### src/rtl/cla_serial_ctrl.sv
// Nibble-serial add/subtract sequencer driving one 4-bit carry-lookahead datapath.
// Operands are consumed LS nibble first; the carry is chained between nibbles in carry_q.
module cla_serial_ctrl #(
  parameter int NIBBLES = 4
) (
  input  logic                   clk,
  input  logic                   rst_n,
  input  logic                   start,
  input  logic                   sub,
  input  logic                   cin,
  input  logic [4*NIBBLES-1:0]   op_a,
  input  logic [4*NIBBLES-1:0]   op_b,
  output logic                   ready,
  output logic [3:0]             dp_a,
  output logic [3:0]             dp_b,
  output logic                   dp_cin,
  input  logic [4:0]             dp_q,
  output logic                   done,
  output logic [4*NIBBLES-1:0]   sum,
  output logic                   cout,
  output logic                   overflow
);

  localparam int W     = 4 * NIBBLES;
  localparam int IDX_W = (NIBBLES > 1) ? $clog2(NIBBLES) : 1;

  typedef enum logic [1:0] {IDLE, RUN, DONE} state_e;

  state_e             state_q, state_d;
  logic [W-1:0]       a_sh_q, a_sh_d;
  logic [W-1:0]       b_sh_q, b_sh_d;
  logic               carry_q, carry_d;
  logic [IDX_W-1:0]   idx_q, idx_d;
  logic [W-1:0]       sum_q, sum_d;
  logic               cout_q, cout_d;
  logic               ovf_q, ovf_d;

  always_ff @(posedge clk or negedge rst_n) begin
    if (!rst_n) begin
      state_q <= IDLE;
      a_sh_q  <= '0;
      b_sh_q  <= '0;
      carry_q <= 1'b0;
      idx_q   <= '0;
      sum_q   <= '0;
      cout_q  <= 1'b0;
      ovf_q   <= 1'b0;
    end else begin
      state_q <= state_d;
      a_sh_q  <= a_sh_d;
      b_sh_q  <= b_sh_d;
      carry_q <= carry_d;
      idx_q   <= idx_d;
      sum_q   <= sum_d;
      cout_q  <= cout_d;
      ovf_q   <= ovf_d;
    end
  end

  always_comb begin
    state_d = state_q;
    a_sh_d  = a_sh_q;
    b_sh_d  = b_sh_q;
    carry_d = carry_q;
    idx_d   = idx_q;
    sum_d   = sum_q;
    cout_d  = cout_q;
    ovf_d   = ovf_q;
    unique case (state_q)
      IDLE: begin
        if (start) begin
          a_sh_d  = op_a;
          b_sh_d  = sub ? ~op_b : op_b;
          carry_d = sub ? 1'b1 : cin;
          idx_d   = '0;
          state_d = RUN;
        end
      end
      RUN: begin
        // New nibble enters at the top; after NIBBLES shifts the word is fully replaced.
        sum_d   = W'({dp_q[3:0], sum_q} >> 4);
        carry_d = dp_q[4];
        a_sh_d  = a_sh_q >> 4;
        b_sh_d  = b_sh_q >> 4;
        idx_d   = idx_q + IDX_W'(1);
        if (idx_q == IDX_W'(NIBBLES - 1)) begin
          cout_d  = dp_q[4];
          // Overflow is carry-out of bit 3 xor carry-in to bit 3 of the top nibble.
          ovf_d   = dp_q[4] ^ (dp_q[3] ^ a_sh_q[3] ^ b_sh_q[3]);
          state_d = DONE;
        end
      end
      DONE:    state_d = IDLE;
      default: state_d = IDLE;
    endcase
  end

  always_comb begin
    ready  = (state_q == IDLE);
    done   = (state_q == DONE);
    dp_a   = 4'h0;
    dp_b   = 4'h0;
    dp_cin = 1'b0;
    if (state_q == RUN) begin
      dp_a   = a_sh_q[3:0];
      dp_b   = b_sh_q[3:0];
      dp_cin = carry_q;
    end
  end

  assign sum      = sum_q;
  assign cout     = cout_q;
  assign overflow = ovf_q;

endmodule

### config.mk
export PLATFORM = sky130hd
export DESIGN_NAME = cla_serial_ctrl
export DESIGN_NICKNAME = d
export VERILOG_FILES = /design/src/rtl/cla_serial_ctrl.sv
export SDC_FILE = /design/constraint.sdc
export NUM_CORES = 1
export LEC_CHECK = 0
export CORE_MARGIN = 3
export CORE_UTILIZATION = 52
export DETAILED_ROUTE_END_ITERATION = 8
export PLACE_DENSITY = 0.94
export SLEW_MARGIN = 15
export SYNTH_ARGS = -nofsm -noshare
export SYNTH_HDL_FRONTEND = slang
export SYNTH_SLANG_ARGS = --single-unit
### constraint.sdc
create_clock -name clk -period 4 [get_ports clk]
set_input_delay 0.4 -clock clk [delete_from_list [all_inputs] [get_ports clk]]
set_output_delay 0.4 -clock clk [all_outputs]
set_load 0.02 [all_outputs]
==> impl_metrics.csv <==
group,metric,value,unit
sta,slew_viol_final,0,
global_route,grt_pass1_vias,2090,
floorplanning,die_width,78.1,um
cts,clockRootBuffer,"clkbuf_8",
logic_synthesis,synth-seq-cells,55,
cells_and_area,area_growth,27.6,%
cells_and_area,drive_above_1_share,4.26,%
detailed_routing,drt-vias-per-instance,5.19,
global_route,grt_pass1_wl,9680,um
cells_and_area,final_area,0.00345,mm2
sta,layout_worst_path_cycle_share,66.3,%
setup_path,critPathMaxFanout,27,
detailed_routing,routed_wl,5650,um
status,outcome,"finished, final reports clean",
cts,h-tree-depth,2,
detailed_routing,drt-initial-drc-count,162,
cts,cts.path.max_buffers,2,
setup_path,critPathArrivalTime,2250,ps
cells_and_area,final_cell_mix,"nand2_1 (83), clkdlybuf4s50_1 (69), dfrtp_1 (55)",
logic_synthesis,synthDistinctLibCells,25,
floorplanning,start_util,55.5,%
logic_synthesis,yosysWarnings,0,
sta,worst_pin_slew,888,ps
cells_and_area,nets,394,
floorplanning,row_count,25,
sta,finalHoldViolCount,0,
cells_and_area,layout.cells.most_common,"nand2_1",
cts,clock_sinks,55,
logic_synthesis,synthCells,294,
sta,fmax,377,MHz
setup_path,critPathKind,"register to output pin",
power_and_ir_drop,peakVddDrop,0.317,mV
setup_path,cp_cell_sequence,"and2b_1 -> and2_1 -> clkdlybuf4s50_1",
cells_and_area,final_util,70.8,%
cts,hold_buffers,0,
sta,finClkSkew,5.82,ps
setup_path,crit_required,3600,ps
cells_and_area,antenna_cells,0,
detailed_routing,drt_pass1_iterations,4,
global_route,overflow,0,
setup_path,start_kind,"register",
sta,tns,0,ps
logic_synthesis,syn-cell-area,0.00271,mm2
logic_synthesis,synth_seq_area_share,50.9,%
cts,cts_tree,"done",
setup_path,cpPeakStageDelay,720,ps
floorplanning,ios,71,
detailed_routing,vias,2175,
floorplanning,dieArea,0.00611,mm2
global_route,antenna_found_initial,0,
sta,maxSlewHeadroom,40.6,%
floorplanning,core-area,0.00488,mm2
global_route,grt_max_degree,56,
cts,clk_pin_slew,100,ps
setup_path,cp_slowest_cell,"and2b_1",
detailed_routing,wl_per_cell,13.5,um
power_and_ir_drop,power.density,688,mW/mm2
floorplanning,die-height,78.1,um
setup_path,cp-end-kind,"output pin",
power_and_ir_drop,power_leakage,0.00156,uW
sta,setup_viol,0,
placed_design,place_hpwl,3930,um
cts,cts_buffers,5,
sta,finalCriticalPeriod,2650,ps
placed_design,place_area,0.00337,mm2
detailed_routing,antenna_left,0,
worst_hold_path,min_path_type,"input port to asynchronous set/reset pin",
placed_design,io_buffer_count,70,
logic_synthesis,syn-num-nets,337,
cts,ctsResizeCount,0,
logic_synthesis,postSynthAreaPerCell,9.21,um2
cts,cts_setup_buffers,0,
run,cap_viol_max_count,0,
cts,worstSkewPairLatency,300,ps
global_route,grt_use_total,19.5,%
detailed_routing,drc_errors,0,
sta,rsz0062_at_grt,"false",
sta,hold_ws,215,ps
placed_design,gp_congestion,0.775,
==> worst paths after layout <==
kind	start	end	slack (ps)	depth (start not counted)
setup / recovery	state_q[1]	dp_b[0]	1350	3
hold / removal	rst_n	sum[0]	210	2
setup reg to reg	state_q[0]	overflow	2230	4
hold reg to reg	b_sh_q[0]	b_sh_q[0]	490	2
max in group asynchronous	rst_n	b_sh_q[14]	3340	2
min in group clk	b_sh_q[0]	b_sh_q[0]	490	2
==> through the flow <==
step	std cells	total power [uW]	worst slack (ps)
after floorplan	294	1710	2450
after global placement	411	2050	1690
after detailed placement	411	2100	1650
after CTS	419	2400	1300
after global routing	419	2560	1190
final	419	2380	1350
==> state kept, by name (all words and copies together), names as in the netlist <==
name / flops
a_sh_q: 16
b_sh_q: 16
sum: 16
idx_q: 2
state_q: 2
carry_q: 1
cout: 1
overflow: 1
==> routing by layer <==
metal	share of wire (%)	routed length, um	vias to the layer above	global-route usage [%]
li1	-	-	1085	-
met1	44	2480	1010	25.0
met2	49	2760	68	32.6
met3	5.5	313	12	5.39
met4	1.7	95	0	5.24
met5	0	0	-	0
==> synthesized netlist by cell type <==
cell / instances / area (um2)
a21oi_1: 21 / 105
nor2_1: 2 / 7.51
and2b_1: 2 / 15.0
and3b_1: 12 / 105
clkbuf_1: 4 / 15.0
nor2b_1: 10 / 62.6
mux2_4: 1 / 15.0
a22oi_1: 12 / 90.1
o21bai_4: 1 / 18.8
buf_6: 2 / 22.5
ha_1: 1 / 12.5
xor2_1: 16 / 140
o21a_1: 1 / 7.51
o21ai_1: 19 / 95.1
dfrtp_1: 55 / 1380
buf_4: 8 / 60.1
buf_2: 9 / 45.0
nand2_2: 1 / 6.26
nand2b_1: 1 / 6.26
inv_1: 2 / 7.51
nand2_1: 83 / 312
a22o_1: 1 / 8.76
o21ai_0: 18 / 90.1
and2_1: 9 / 56.3
xnor2_1: 3 / 26.3
==> where the power goes <==
group | switching, uW | internal (uW)
logic | 637 | 510
clock network | 178 | 122
registers | 144 | 785
total | 959 | 1420
==> worst max-delay path, delay by kind of cell (launching register included) <==
family        cells  cell delay [ps]
simple gates      2              940
flops             1              400
buf+inv           1              600
==> cell type report <==
| class | count | area (um2) |
|---|---|---|
| Inverter | 2 | 7.51 |
| Fill cell | 386 | 1430 |
| Sequential cell | 55 | 1380 |
| Multi-Input combinational cell | 214 | 1180 |
| Clock buffer | 5 | 68.8 |
| Tap cell | 67 | 83.8 |
| Clock inverter | 3 | 20.0 |
| Timing Repair Buffer | 73 | 718 |
==> cell families after synthesis <==
group,share of synthesized area [%]
adder cells (fa/ha/maj),0.462
AO/OA/AOI/OAI,15.3
multiplexers,0.555
XOR/XNOR,6.15
AND/OR/NAND/NOR,21.1
buffers and inverters,5.55
flip-flops,50.9
Note: power is estimated with default switching activity, not from simulation.
